--- src/rtl/board_motion_if.sv ---
// Pixel/frame bus between the video timing logic and the moving-platform locator.
// master drives the frame strobe, trigger and pixel coordinates; slave returns board position and pixel hit.
interface board_motion_if;
    logic       frame_clk;
    logic       trigger;
    logic [9:0] DrawX;
    logic [9:0] DrawY;
    logic [9:0] board_y;
    logic       moving;
    logic       is_board;
    logic [9:0] board_address;

    modport master (
        output frame_clk, trigger, DrawX, DrawY,
        input  board_y, moving, is_board, board_address
    );

    modport slave (
        input  frame_clk, trigger, DrawX, DrawY,
        output board_y, moving, is_board, board_address
    );
endinterface

--- src/rtl/board_motion.sv ---
// Moving platform: slides between Y_TOP and Y_BOT one STEP per frame tick, plus zero-latency pixel locator.
// Optional macro BOARD_HOLD_EN keeps the board at the bottom for HOLD_FRAMES ticks after arrival.
module board_motion #(
    parameter int BOARD_X = 556,
    parameter int BOARD_W = 68,
    parameter int BOARD_H = 12,
    parameter int Y_TOP   = 204,
    parameter int Y_BOT   = 252,
    parameter int STEP    = 2
`ifdef BOARD_HOLD_EN
    , parameter int HOLD_FRAMES = 30
`endif
) (
    input logic          Clk,
    input logic          Reset,
    board_motion_if.slave bus
);

    typedef enum logic [1:0] {REST_TOP, DOWN, REST_BOT, UP} state_t;

    state_t     state_q, state_d;
    logic [9:0] board_y_q, board_y_d;
    logic       moving_q, moving_d;
    logic       frame_q, frame_d;
    logic       tick;
    logic [10:0] y_ext;

`ifdef BOARD_HOLD_EN
    localparam int HCW = (HOLD_FRAMES < 1) ? 1 : $clog2(HOLD_FRAMES + 1);
    logic [HCW-1:0] hold_q, hold_d;
    logic           hold_done;
`endif

    always_ff @(posedge Clk) begin
        if (Reset) begin
            state_q   <= REST_TOP;
            board_y_q <= 10'(Y_TOP);
            moving_q  <= 1'b0;
            frame_q   <= 1'b0;
`ifdef BOARD_HOLD_EN
            hold_q    <= '0;
`endif
        end else begin
            state_q   <= state_d;
            board_y_q <= board_y_d;
            moving_q  <= moving_d;
            frame_q   <= frame_d;
`ifdef BOARD_HOLD_EN
            hold_q    <= hold_d;
`endif
        end
    end

    // Direction changes cost a whole frame: the reversing tick only switches state.
    always_comb begin
        frame_d   = bus.frame_clk;
        tick      = bus.frame_clk & ~frame_q;
        state_d   = state_q;
        board_y_d = board_y_q;
        y_ext     = {1'b0, board_y_q};
`ifdef BOARD_HOLD_EN
        hold_d    = hold_q;
        hold_done = (hold_q == '0);
`endif
        if (tick) begin
            case (state_q)
                REST_TOP: begin
                    if (bus.trigger) state_d = DOWN;
                end
                DOWN: begin
                    if (!bus.trigger) begin
                        state_d = UP;
                    end else if (y_ext + 11'(STEP) >= 11'(Y_BOT)) begin
                        board_y_d = 10'(Y_BOT);
                        state_d   = REST_BOT;
`ifdef BOARD_HOLD_EN
                        hold_d    = HCW'(HOLD_FRAMES);
`endif
                    end else begin
                        board_y_d = board_y_q + 10'(STEP);
                    end
                end
                REST_BOT: begin
`ifdef BOARD_HOLD_EN
                    if (!bus.trigger && hold_done) state_d = UP;
                    else if (!hold_done)           hold_d  = hold_q - HCW'(1);
`else
                    if (!bus.trigger) state_d = UP;
`endif
                end
                UP: begin
                    if (bus.trigger) begin
                        state_d = DOWN;
                    end else if (y_ext <= 11'(Y_TOP + STEP)) begin
                        board_y_d = 10'(Y_TOP);
                        state_d   = REST_TOP;
                    end else begin
                        board_y_d = board_y_q - 10'(STEP);
                    end
                end
                default: state_d = REST_TOP;
            endcase
        end
        moving_d = (state_d == DOWN) || (state_d == UP);
    end

    // Pixel locator works off the registered board_y so a whole frame sees one position.
    logic       x_in, y_in;
    logic [10:0] draw_x_ext, draw_y_ext, by_ext;
    logic [9:0] dx, dy, addr;

    always_comb begin
        draw_x_ext = {1'b0, bus.DrawX};
        draw_y_ext = {1'b0, bus.DrawY};
        by_ext     = {1'b0, board_y_q};
        x_in = (draw_x_ext >= 11'(BOARD_X)) && (draw_x_ext < 11'(BOARD_X + BOARD_W));
        y_in = (draw_y_ext >= by_ext) && (draw_y_ext < by_ext + 11'(BOARD_H));
        dx   = bus.DrawX - 10'(BOARD_X);
        dy   = bus.DrawY - board_y_q;
        addr = dx + dy * 10'(BOARD_W);
    end

    assign bus.board_y       = board_y_q;
    assign bus.moving        = moving_q;
    assign bus.is_board      = x_in && y_in;
    assign bus.board_address = (x_in && y_in) ? addr : 10'd0;

endmodule

--- src/flat_wrapper.sv ---
// flat-port wrapper written by rule: the top's interface ports become plain ports
module board_motion_flat 
#(
    parameter int BOARD_X = 556,
    parameter int BOARD_W = 68,
    parameter int BOARD_H = 12,
    parameter int Y_TOP   = 204,
    parameter int Y_BOT   = 252,
    parameter int STEP    = 2

)
  (Clk, Reset, bus_frame_clk, bus_trigger, bus_DrawX, bus_DrawY, bus_board_y, bus_moving, bus_is_board, bus_board_address);
  board_motion_if bus_i ();
  input logic Clk;
  input logic Reset;
  input wire logic [$bits(bus_i.frame_clk)-1:0] bus_frame_clk;
  input wire logic [$bits(bus_i.trigger)-1:0] bus_trigger;
  input wire logic [$bits(bus_i.DrawX)-1:0] bus_DrawX;
  input wire logic [$bits(bus_i.DrawY)-1:0] bus_DrawY;
  output wire logic [$bits(bus_i.board_y)-1:0] bus_board_y;
  output wire logic [$bits(bus_i.moving)-1:0] bus_moving;
  output wire logic [$bits(bus_i.is_board)-1:0] bus_is_board;
  output wire logic [$bits(bus_i.board_address)-1:0] bus_board_address;
  assign bus_i.frame_clk = bus_frame_clk;
  assign bus_i.trigger = bus_trigger;
  assign bus_i.DrawX = bus_DrawX;
  assign bus_i.DrawY = bus_DrawY;
  assign bus_board_y = bus_i.board_y;
  assign bus_moving = bus_i.moving;
  assign bus_is_board = bus_i.is_board;
  assign bus_board_address = bus_i.board_address;
  board_motion #(.BOARD_X(BOARD_X), .BOARD_W(BOARD_W), .BOARD_H(BOARD_H), .Y_TOP(Y_TOP), .Y_BOT(Y_BOT), .STEP(STEP)) u_core (.Clk(Clk), .Reset(Reset), .bus(bus_i));
endmodule
--- config.mk ---
export PLATFORM = sky130hd
export DESIGN_NAME = board_motion_flat
export DESIGN_NICKNAME = d
export VERILOG_FILES = /design/src/rtl/board_motion_if.sv /design/src/rtl/board_motion.sv /design/src/flat_wrapper.sv
export SDC_FILE = /design/constraint.sdc
export NUM_CORES = 1
export LEC_CHECK = 0
export ABC_AREA = 1
export CAP_MARGIN = 20
export CELL_PAD_IN_SITES_DETAIL_PLACEMENT = 1
export CELL_PAD_IN_SITES_GLOBAL_PLACEMENT = 2
export CORE_MARGIN = 1.5
export CORE_UTILIZATION = 28
export DETAILED_ROUTE_END_ITERATION = 8
export PLACE_DENSITY = 0.87
export SYNTH_ARGS = -nofsm -noshare
export SYNTH_HDL_FRONTEND = slang
export SYNTH_SLANG_ARGS = --single-unit
--- constraint.sdc ---
create_clock -name Clk -period 5.3 [get_ports Clk]
set_clock_uncertainty 0.05 [all_clocks]
set_input_delay 0.795 -clock Clk [delete_from_list [all_inputs] [get_ports Clk]]
set_output_delay 0.795 -clock Clk [all_outputs]
set_load 0.05 [all_outputs]
* Word-level counts from Yosys, hierarchy flattened
Cells that the tools add are included.
** Word-level totals
- Logic and storage cells :: 48
- Input port bits :: 24
- Output and inout bits :: 22
- Register bits after elaboration :: 14
** Cells by class
- Reduce and logical (&&, ||, !) cells :: 7
- Equal/unequal tests :: 7
- Bitwise logic cells :: 2
- $lt $le $gt $ge :: 6
- Multiply operators :: 1
- Add/subtract/negate cells :: 7
- Mux-type cells :: 14
** Operators with widths (number)
- $mux W10 :: 5
- $pmux W10 S2 :: 1
- $mux W2 :: 7
- $add A10 B2 Y11 const B :: 1
- $add A10 B4 Y11 const B :: 1
- $ge A11 B8 Y1 const B :: 1
- $lt A10 B11 Y1 :: 1
- $add A10 B10 Y10 :: 1
- $add A10 B2 Y10 const B :: 1
- $ge A10 B10 Y1 :: 1
- $ge A10 B10 Y1 const B :: 1
- $le A10 B8 Y1 const B :: 1
- $lt A10 B10 Y1 const B :: 1
- $mul A10 B5 Y8 const B :: 1
- $sub A10 B10 Y10 :: 1
- $sub A10 B10 Y10 const B :: 1
- $sub A10 B2 Y10 const B :: 1
- $pmux W2 S4 :: 1
- $eq A2 B2 Y1 const B :: 3
- $eq A2 B1 Y1 const B :: 2
- $ne A2 B2 Y1 const B :: 2
- $reduce_and A4 Y1 :: 1
- $logic_and A1 B1 Y1 :: 3
- $logic_not A2 Y1 :: 1
- 4 further kinds :: 4

* Logic depth before layout (Yosys ltp)
Gate-level depths: netlist of run 1.
- Depth after elaboration :: 8
- Gate-level depth with buffers :: 25
- Depth with buffers taken out :: 25

* Worst setup path before layout of run 1
Ideal clock, no wire load.
- Kind :: reg-to-output
- From :: reg u_core.board_y_q[1], in the netlist u_core.bus.board_y[1]
- To :: out bus_board_address[9]
- Slack :: -54 ps
- Required time :: 4455 ps
- Stages on the path, launching flop included :: 25
- Buffers on the path :: 1
- Arrival time :: 4509 ps
- Cells stage by stage :: dfxtp_1 -> buf_2 -> inv_1 -> ha_1 -> nor2_1 -> o21bai_2 -> a21oi_1 -> xnor2_1 -> ha_1 -> ha_1 -> inv_1 -> fa_1 -> ha_1 -> inv_1 -> ha_1 -> nand2_1 -> nor3_1 -> nand2_1 -> nand3_1 -> inv_1 -> nand2_1 -> nand3_1 -> nand2_1 -> nand2_1 -> a21oi_2
** Between the ends
- Longest elaborated chain between the ends :: 5
- Elaborated cells between the ends (all ways) :: 9
- Those cells by class :: 3 x add/sub; 1 x mul; 2 x order compare; 1 x mux; 2 x reduce/logical
** RTL lines
- start, declared :: line board_motion.sv:22 : logic [9:0] board_y_q, board_y_d;
- start signal, assigned :: line board_motion.sv:37 : board_y_q <= 10'(Y_TOP);
- start signal, assigned :: line board_motion.sv:45 : board_y_q <= board_y_d;
- branches (longest 4 deep; another with $sub A10 B10 Y10)
- $mux W10 (*) :: line board_motion.sv:126 : assign bus.board_address = (x_in && y_in) ? addr : 10'd0;
- end, declared :: line flat_wrapper.sv:23 : output wire logic [$bits(bus_i.board_address)-1:0] bus_board_address;
Every way passes the cells marked *.

* Worst setup path after layout of run 1
- From :: in bus_DrawY[1]
- To :: out bus_board_address[9]
** Between the ends
- Longest elaborated chain between the ends :: 4
- Elaborated cells between the ends (all ways) :: 8
- Those cells by class :: 2 x add/sub; 1 x mul; 2 x order compare; 1 x mux; 2 x reduce/logical
** RTL lines
- start, declared :: line flat_wrapper.sv:19 : input wire logic [$bits(bus_i.DrawY)-1:0] bus_DrawY;
- $sub A10 B10 Y10, or another cell as far along :: line board_motion.sv:119 : dy = bus.DrawY - board_y_q;
- $mul A10 B5 Y8 / $logic_and A1 B1 Y1 (equally long branches) :: line board_motion.sv:120, board_motion.sv:117
- $add A10 B10 Y10 / $logic_and A1 B1 Y1 (equally long branches) :: line board_motion.sv:120, board_motion.sv:126
- $mux W10 (*) :: line board_motion.sv:126
Mark *: on every way between the ends. The rest lies on a longest branch, timed or not.

==> run metrics, run 1 <==
Die ar.=9056 µm²; Switching Share=0.4550; part of the power in registers=0.163; CP Launch Type=input pin; Area contributors post-synth=ha_1, nand2_1, dfxtp_1; Clk Latency, worst-skew pair=0.25 ns; Clock Path Buffers=2; Synth cell types=35; Synth top area share=0.2104; port bufs=44; run status=finished, final reports clean; Psw=288.9 µW; layout cell share with drive strength beyond 1=0.1996; Slowest-stage cell, CP=fa_1; Clock Sinks=13; simple-gate share of the synthesized area=0.3140; Ports=46; Crit Path Max Fanout=3; Worst Tran Pin Value=0.6582 ns; Max-slew headroom=0.5579; Worst Reg2Reg Path Length in Cells=12; f_max=192.8 MHz; largest family of logic cells by synthesized area=simple AND/OR/NAND/NOR gates; drt initial violations=45; CTS buffer count=3; hpwl dp=6450 µm; DR vias/cell=4.826; Mapped Cells=381; share of flip-flops with an asynchronous set or reset=0; GP Congestion=0.8310; setup TNS=0 ns; Period Utilization, post-route=0.9784; CP Data Required Time=4.45 ns; Synth Cell Area=2379 µm²; Clock power frac=0.145; drt wl/cell=14.45 µm; cell taking the most area after synthesis=ha_1; final hold vios=0; #FFs+latches synth=13; Root Buffer=clkbuf_8; H-Tree Depth=1; complex-gate fraction of the synthesized area=0.1331; drt first pass iters=4; final setup fails=0; worst path cell trace=buf_2, buf_4, fa_2, a31oi_4, xor2_1, ha_2, ha_4, inv_2, fa_1, ha_1, inv_2, ha_4, nand2_2, inv_1, nand2_1, nand3_2, nand2_2, buf_6, nand3_4, nand2_1, nand2_1, a21oi_4, buf_12; worst vdd ir=0.0001353 V; multiplexer share of the synthesized area=0; Area Growth Syn to Fin=42.40%; Synth Warn #=0; Routed WL=8036 µm; ANT nets after route=0; commonest cells in the netlist=nand2_1, inv_1, ha_1, nor2_1, a21oi_1; Pins Over Slew Limit=0; CTS tree=done; Initial Utilization=0.2895; first-pass GRT wire length=13000 µm; Fill cells=1052; MaxCap Viol Count=0; area of the core=8217 µm²; Die Ht=95.17 µm; largest net degree at the start of global routing=14; antenna diode count=0; die extent in x=95.17 µm; adder-cell area share of the yosys netlist=0.2357; clk slew on worst S/H paths=0.05 ns; Pwr Density=187.5 nW/µm²; initial antenna violation count=0; Leak=1.612 nW; residual DRC count=0; max incr delay on CP=0.47 ns; Synth Flop Type=dfxtp_1; most numerous cell on the critical path=nand2_1; Worst Path Arrival=4.34 ns; gr usage total=0.1828; Final min period=5.186 ns; total gr overflow=0; post-synthesis xor/xnor area fraction=0.07312; detailed-route via count=2683; Crit. End Element=primary output; row cnt=33; # hold bufs at CTS=0; Post-synth EDFFs=0; hold crit path type=flop to flop; Total Power=635.1 µW; vias in the first global route=2823; Mapped Nets=448; combinational share of power=0.692; Int Power=346.1 µW; top-count cell post-synth=nand2_1; fin nets=519; hold path depth=2; Mapped Avg Cell Area=6.243 µm²; sequential fraction of the synthesis area=0.1094; critical path class=input pin to primary output
stage by stage:
step	setup slack, ns	hold slack (ns)	std cells	instance area [µm²]	util
CTS	0.007353	0.4867	552	3271	0.3981
detailed placement	-0.3519	0.4781	544	3098	0.3770
floorplan	0.05964	0.4433	381	2386	-
finish	0.1142	0.4834	556	3387	0.4122
global placement	-0.1758	0.4680	544	3098	0.3770
global route	-0.02486	0.5166	556	3387	0.4122
cells by family (layout without fill, tap and decap cells):
logic type                 count (synthesis)  after routing
adders and majority gates                 43             43
AOI/OAI and AO/OA                         57             57
xor gates and xnor gates                  19             19
other                                      2              2
and+or+nand+nor                          170            170
buffers and inverters                     77            147
DFF                                       13             13
registers in the layout, summed over array words and instances (netlist names):
register / count
u_core.frame_q: 1
u_core.bus.board_y: 9
u_core.bus.moving: 1
u_core.state_q: 2
worst paths after layout:
kind / endpoint / from / slack, ns
setup / recovery: bus_board_address[9] / bus_DrawY[1] / 0.11
hold / removal: u_core.state_q[0] / u_core.state_q[0] / 0.48
setup reg to reg: u_core.bus.board_y[6] / u_core.bus.board_y[2] / 3.15
hold reg to reg: u_core.state_q[0] / u_core.state_q[0] / 0.48
area by class of cell:
cell class	count	area [µm²]	area share
Multi-Input combinational cell	291	2011	0.5936
Timing Repair Buffer	75	684.4	0.2021
Sequential cell	13	260.3	0.07684
Inverter	68	255.2	0.07536
Tap cell	105	131.4	0.03879
Clock buffer	4	45.04	0.01330
power groups by stage:
stage,clock network (mW),logic (mW),registers (mW)
floorplan,0,0.225,0.111
global placement,0,0.323,0.105
detailed placement,0,0.340,0.106
CTS,0.0957,0.375,0.104
global route,0.100,0.487,0.104
finish,0.0924,0.439,0.103
worst max-delay path: cells and delay by family:
family / cells / cell delay (ns)
AO/OA/AOI/OAI: 2 / 0.33
buffers and inverters: 7 / 0.67
XOR/XNOR: 1 / 0.19
AND/OR/NAND/NOR: 7 / 0.62
adder cells (fa/ha/maj): 6 / 1.75
cell usage in the layout, fill, tap and decap left out, drive strengths merged:
master | synthesis | final
inv | 68 | 68
o21ai | 20 | 20
ha | 40 | 40
or2 | 2 | 2
buf | 8 | 37
a21oi | 26 | 26
nor3 | 6 | 6
o21a | 1 | 1
nand4 | 9 | 9
a31oi | 4 | 4
o21bai | 3 | 3
nand3 | 22 | 22
a41oi | 1 | 1
clkdlybuf4s50 | 0 | 34
dfxtp | 13 | 13
conb | 2 | 2
fa | 3 | 3
dlygate4sd2 | 0 | 1
nand2 | 87 | 87
a211oi | 2 | 2
xnor2 | 4 | 4
clkbuf | 1 | 7
xor2 | 15 | 15
nor2 | 39 | 39
nor4 | 4 | 4
nand3b | 1 | 1
layer usage:
layer,GRT usage,vias up,routed length (µm)
met5,0,-,0
met4,0.04229,0,61
met2,0.3617,30,4385
li1,-,1361,-
met3,0.01116,5,144
met1,0.2099,1287,3444
what timing repair did:
item / CTS / global route
hold endpoints to repair: 0 / 0
buffers inserted: 4 / 4
gates resized for setup: 23 / 31
pin swaps: 11 / 24
endpoints found under the setup margin: 1 / 1
Power figures use the tool's default switching activity.
==> run 2, diff against run 1 <==
Settings changed: CTS_BUF_LIST set to sky130_fd_sc_hd__clkbuf_4, GPL_ROUTABILITY_DRIVEN set to 0.
==> run 2 against run 1 <==
Combinational power about the same; non-clock buffer count stayed put; largest power group unchanged; flip-flop and latch count stayed put; worst setup slack lost 0.0015 ns; clock power is 26% lower.
==> run metrics, run 2 (synthesis gave the netlist of run 1 again) <==
run status=finished, final reports clean; Routed WL=8052 µm; gr usage total=0.1805; Ports=46; residual DRC count=0; MaxCap Viol Count=0; Die Ht=95.17 µm; drt initial violations=48; vias in the first global route=2832; Die ar.=9056 µm²; drt first pass iters=4; Area Growth Syn to Fin=41.82%; Initial Utilization=0.2895; port bufs=44; ANT nets after route=0; first-pass GRT wire length=12990 µm; CTS buffer count=3; CP Data Required Time=4.45 ns; Pwr Density=181.2 nW/µm²; detailed-route via count=2673; CP Launch Type=input pin; Worst Tran Pin Value=0.6654 ns; hold path depth=2; most frequent cells in the layout=nand2_1, inv_1, nor2_1, clkdlybuf4s50_1, ha_1; DR vias/cell=4.808; # hold bufs at CTS=0; area post-placement=3098 µm²; f_max=192.8 MHz; Period Utilization, post-route=0.9787; final setup fails=0; Worst Path Arrival=4.34 ns; Clk Latency, worst-skew pair=0.28 ns; final hold vios=0; most numerous cell on the critical path=nand2_1; Slowest-stage cell, CP=fa_1; worst path cell trace=buf_2, buf_4, fa_2, a31oi_4, xor2_1, ha_2, ha_4, inv_2, fa_1, ha_1, inv_2, ha_4, nand2_2, inv_1, nand2_1, nand3_2, nand2_2, buf_6, nand3_4, nand2_1, nand2_1, a21oi_4, buf_12; Leak=1.607 nW; area of the core=8217 µm²; Clock Path Buffers=2; DP Worst Slack=-0.3519 ns; Clock Sinks=13; hpwl dp=6450 µm; Setup WS post-layout=0.1127 ns; Pins Over Slew Limit=0; Crit. End Element=primary output; WHS=0.4867 ns; Root Buffer=clkbuf_4; layout cell share with drive strength beyond 1=0.2040; critical path class=input pin to primary output; antenna diode count=0; Final min period=5.187 ns; Total Power=611.1 µW; initial antenna violation count=0; max incr delay on CP=0.47 ns; drt wl/cell=14.48 µm; row cnt=33; worst vdd ir=0.0001036 V; clk slew on worst S/H paths=0.08 ns; H-Tree Depth=1; Max-slew headroom=0.5531; largest net degree at the start of global routing=14; total gr overflow=0; die extent in x=95.17 µm; Worst Reg2Reg Path Length in Cells=12; hold crit path type=flop to flop; Crit Path Max Fanout=3; fin nets=519; CTS tree=done; reg2reg setup slack=3.17 ns; commonest non-fill, non-tap cell in the layout=nand2_1; design area=3373 µm²; max reg flops=9
-- run 2: cell counts in the layout (fill, tap and decap cells not counted) --
No cell type changed its count.
-- run 2: routing by layer --
metal	up-vias	track usage	part of all wire
met1	1276	0.2089	0.43
met3	4	0.008772	0.018
li1	1361	-	-
met5	-	0	0
met2	32	0.3635	0.55
met4	0	0.02736	0.0036
-- run 2: area by class of cell --
cell class	instances	area [µm²]
tap	105	131.4
multi-input combinational	291	2011
clock buffer	4	30.03
timing repair buffer	75	684.4
sequential	13	261.5
inverter	68	255.2
fill	1052	4843
-- run 2: worst paths after layout --
path	startpoint	endpoint
max	bus_DrawY[1]	bus_board_address[9]
max reg2reg	u_core.bus.board_y[3]	u_core.bus.board_y[7]
min reg2reg	u_core.state_q[0]	u_core.state_q[0]
min	u_core.state_q[0]	u_core.state_q[0]
-- run 2: worst max-delay path: cells and delay by family --
family / cells / cell delay (ns)
xor gates and xnor gates: 1 / 0.19
AOI/OAI and AO/OA: 2 / 0.32
buffers and inverters: 7 / 0.67
and+or+nand+nor: 7 / 0.62
adders and majority gates: 6 / 1.75
-- run 2: per-stage QoR --
| step | setup TNS, ns | utilization | std cells |
|---|---|---|---|
| finish | 0 | 0.4105 | 556 |
| global route | -0.02486 | 0.4105 | 556 |
| floorplan | 0 | - | 381 |
| CTS | 0 | 0.3962 | 552 |
| global placement | -0.1758 | 0.3770 | 544 |
| detailed placement | -0.3519 | 0.3770 | 544 |
-- run 2: what timing repair did --
item / in CTS / in global routing
setup buffers: 4 / 4
pin swaps: 11 / 24
resized for setup: 23 / 32
endpoints found under the setup margin: 1 / 1
-- run 2: where the power goes --
part           internal (mW)  switching (mW)
Clock                 0.0343          0.0341
Sequential             0.101         0.00272
Combinational          0.192           0.247
==> patch (config.mk and constraints of run 1) <==
Re-encode `state_t` (4 states) as one-hot, 4 bits wide.
--- a/src/rtl/board_motion.sv
+++ b/src/rtl/board_motion.sv
@@ -18,3 +18,3 @@
 
-    typedef enum logic [1:0] {REST_TOP, DOWN, REST_BOT, UP} state_t;
+    typedef enum logic [3:0] {REST_TOP = 4'b0001, DOWN = 4'b0010, REST_BOT = 4'b0100, UP = 4'b1000} state_t;
 
Check against the original RTL: no difference found for any inputs over 10 cycles, from zero or initial values and one cycle with Reset high; not proved beyond that.
==> patch against run 1 <==
Non-clock buffer count is 20 lower; routed wire length is 9.7% lower; worst setup slack improved by 0.18 ns; count of clock-buffer cells in the layout fell by 1; area after synthesis is 0.63% higher; final area is 6.2% lower; sequential cell count increased by 2; power shrank 28%; critical path type unchanged; critical endpoint unchanged.
==> patch: results <==
export IMPL_outcome="completed"
export IMPL_crit_fanout=2
export IMPL_peakVddDrop_v=0.000127
export IMPL_synthDistinctLibCells=39
export IMPL_pre_cts_ws_ns=-0.0178
export IMPL_worst_hold_slack_ns=0.479
export IMPL_cts_setup_buffers=0
export IMPL_synthTopCellsByArea="ha_1, dfxtp_1, nand2_1"
export IMPL_drive_above_1_share=0.109
export IMPL_globalRouteMet1Util=0.211
export IMPL_rr_endpoint="u_core.bus.board_y[7]$_SDFFE_PP1P_"
export IMPL_arrival_ns=4.16
export IMPL_wl_met1_mm=3.49
export IMPL_wirelength_mm=7.26
export IMPL_first_iter_violations=38
export IMPL_place_area_um2=3040
export IMPL_dr_wl_met3_um=183
export IMPL_grt_usage=0.162
export IMPL_num_nets_final=489
export IMPL_slew_headroom=0.648
export IMPL_synth_nets=436
export IMPL_grt_start_max_net_pins=12
export IMPL_grt_use_met2=0.288
export IMPL_leakage_nw=1.61
export IMPL_critPathLaunch="bus_DrawY[2]"
export IMPL_dr_total_vias=2521
export IMPL_worst_slack_ns=0.298
export IMPL_seq_area_frac_synth=0.125
export IMPL_gr_usage_met3=0.0128
export IMPL_gp_congestion=0.848
export IMPL_cts_resized=3
export IMPL_grt_pass1_vias=2570
export IMPL_dp_hpwl_mm=6.10
patch: cell types whose count changed after synthesis, sizes merged, moves of 5 or more:
cell,before,now
nand2,87,77
inv,68,59
nand3,22,29
a21oi,26,21
nand4,9,3
nor2,39,44
patch: cell type report:
cell class / instances / area (um^2)
Fill cell: 1088 / 5080
Multi-Input combinational cell: 288 / 1920
Timing Repair Buffer: 55 / 563
Sequential cell: 15 / 300
Inverter: 59 / 221
Tap cell: 105 / 131
Clock buffer: 3 / 41.3
Clock inverter: 1 / 5.00
patch: kinds of logic after synthesis:
logic type / share of synthesized area
xor+xnor: 0.0768
compound gates: 0.152
fa+ha+maj: 0.234
other cells: 0.00314
flops: 0.125
buf+inv: 0.110
simple gates: 0.299
patch: worst min path at each step:
stage / to / from
global placement: u_core.state_q[2]$_SDFF_PP0_ / u_core.state_q[2]$_SDFF_PP0_
finish: u_core.state_q[2]$_SDFF_PP0_ / u_core.state_q[2]$_SDFF_PP0_
CTS: u_core.state_q[2]$_SDFF_PP0_ / u_core.state_q[2]$_SDFF_PP0_
detailed placement: u_core.state_q[2]$_SDFF_PP0_ / u_core.state_q[2]$_SDFF_PP0_
global route: u_core.state_q[2]$_SDFF_PP0_ / u_core.state_q[2]$_SDFF_PP0_
floorplan: u_core.state_q[2]$_SDFF_PP0_ / u_core.state_q[2]$_SDFF_PP0_
patch: power by group through the flow:
stage / sequential (mW) / combinational, mW / clock, mW
after global placement: 0.119 / 0.233 / 0
after CTS: 0.116 / 0.247 / 0.0957
after detailed placement: 0.119 / 0.239 / 0
after floorplan: 0.120 / 0.166 / 0
after global routing: 0.117 / 0.281 / 0.100
final: 0.116 / 0.248 / 0.0940
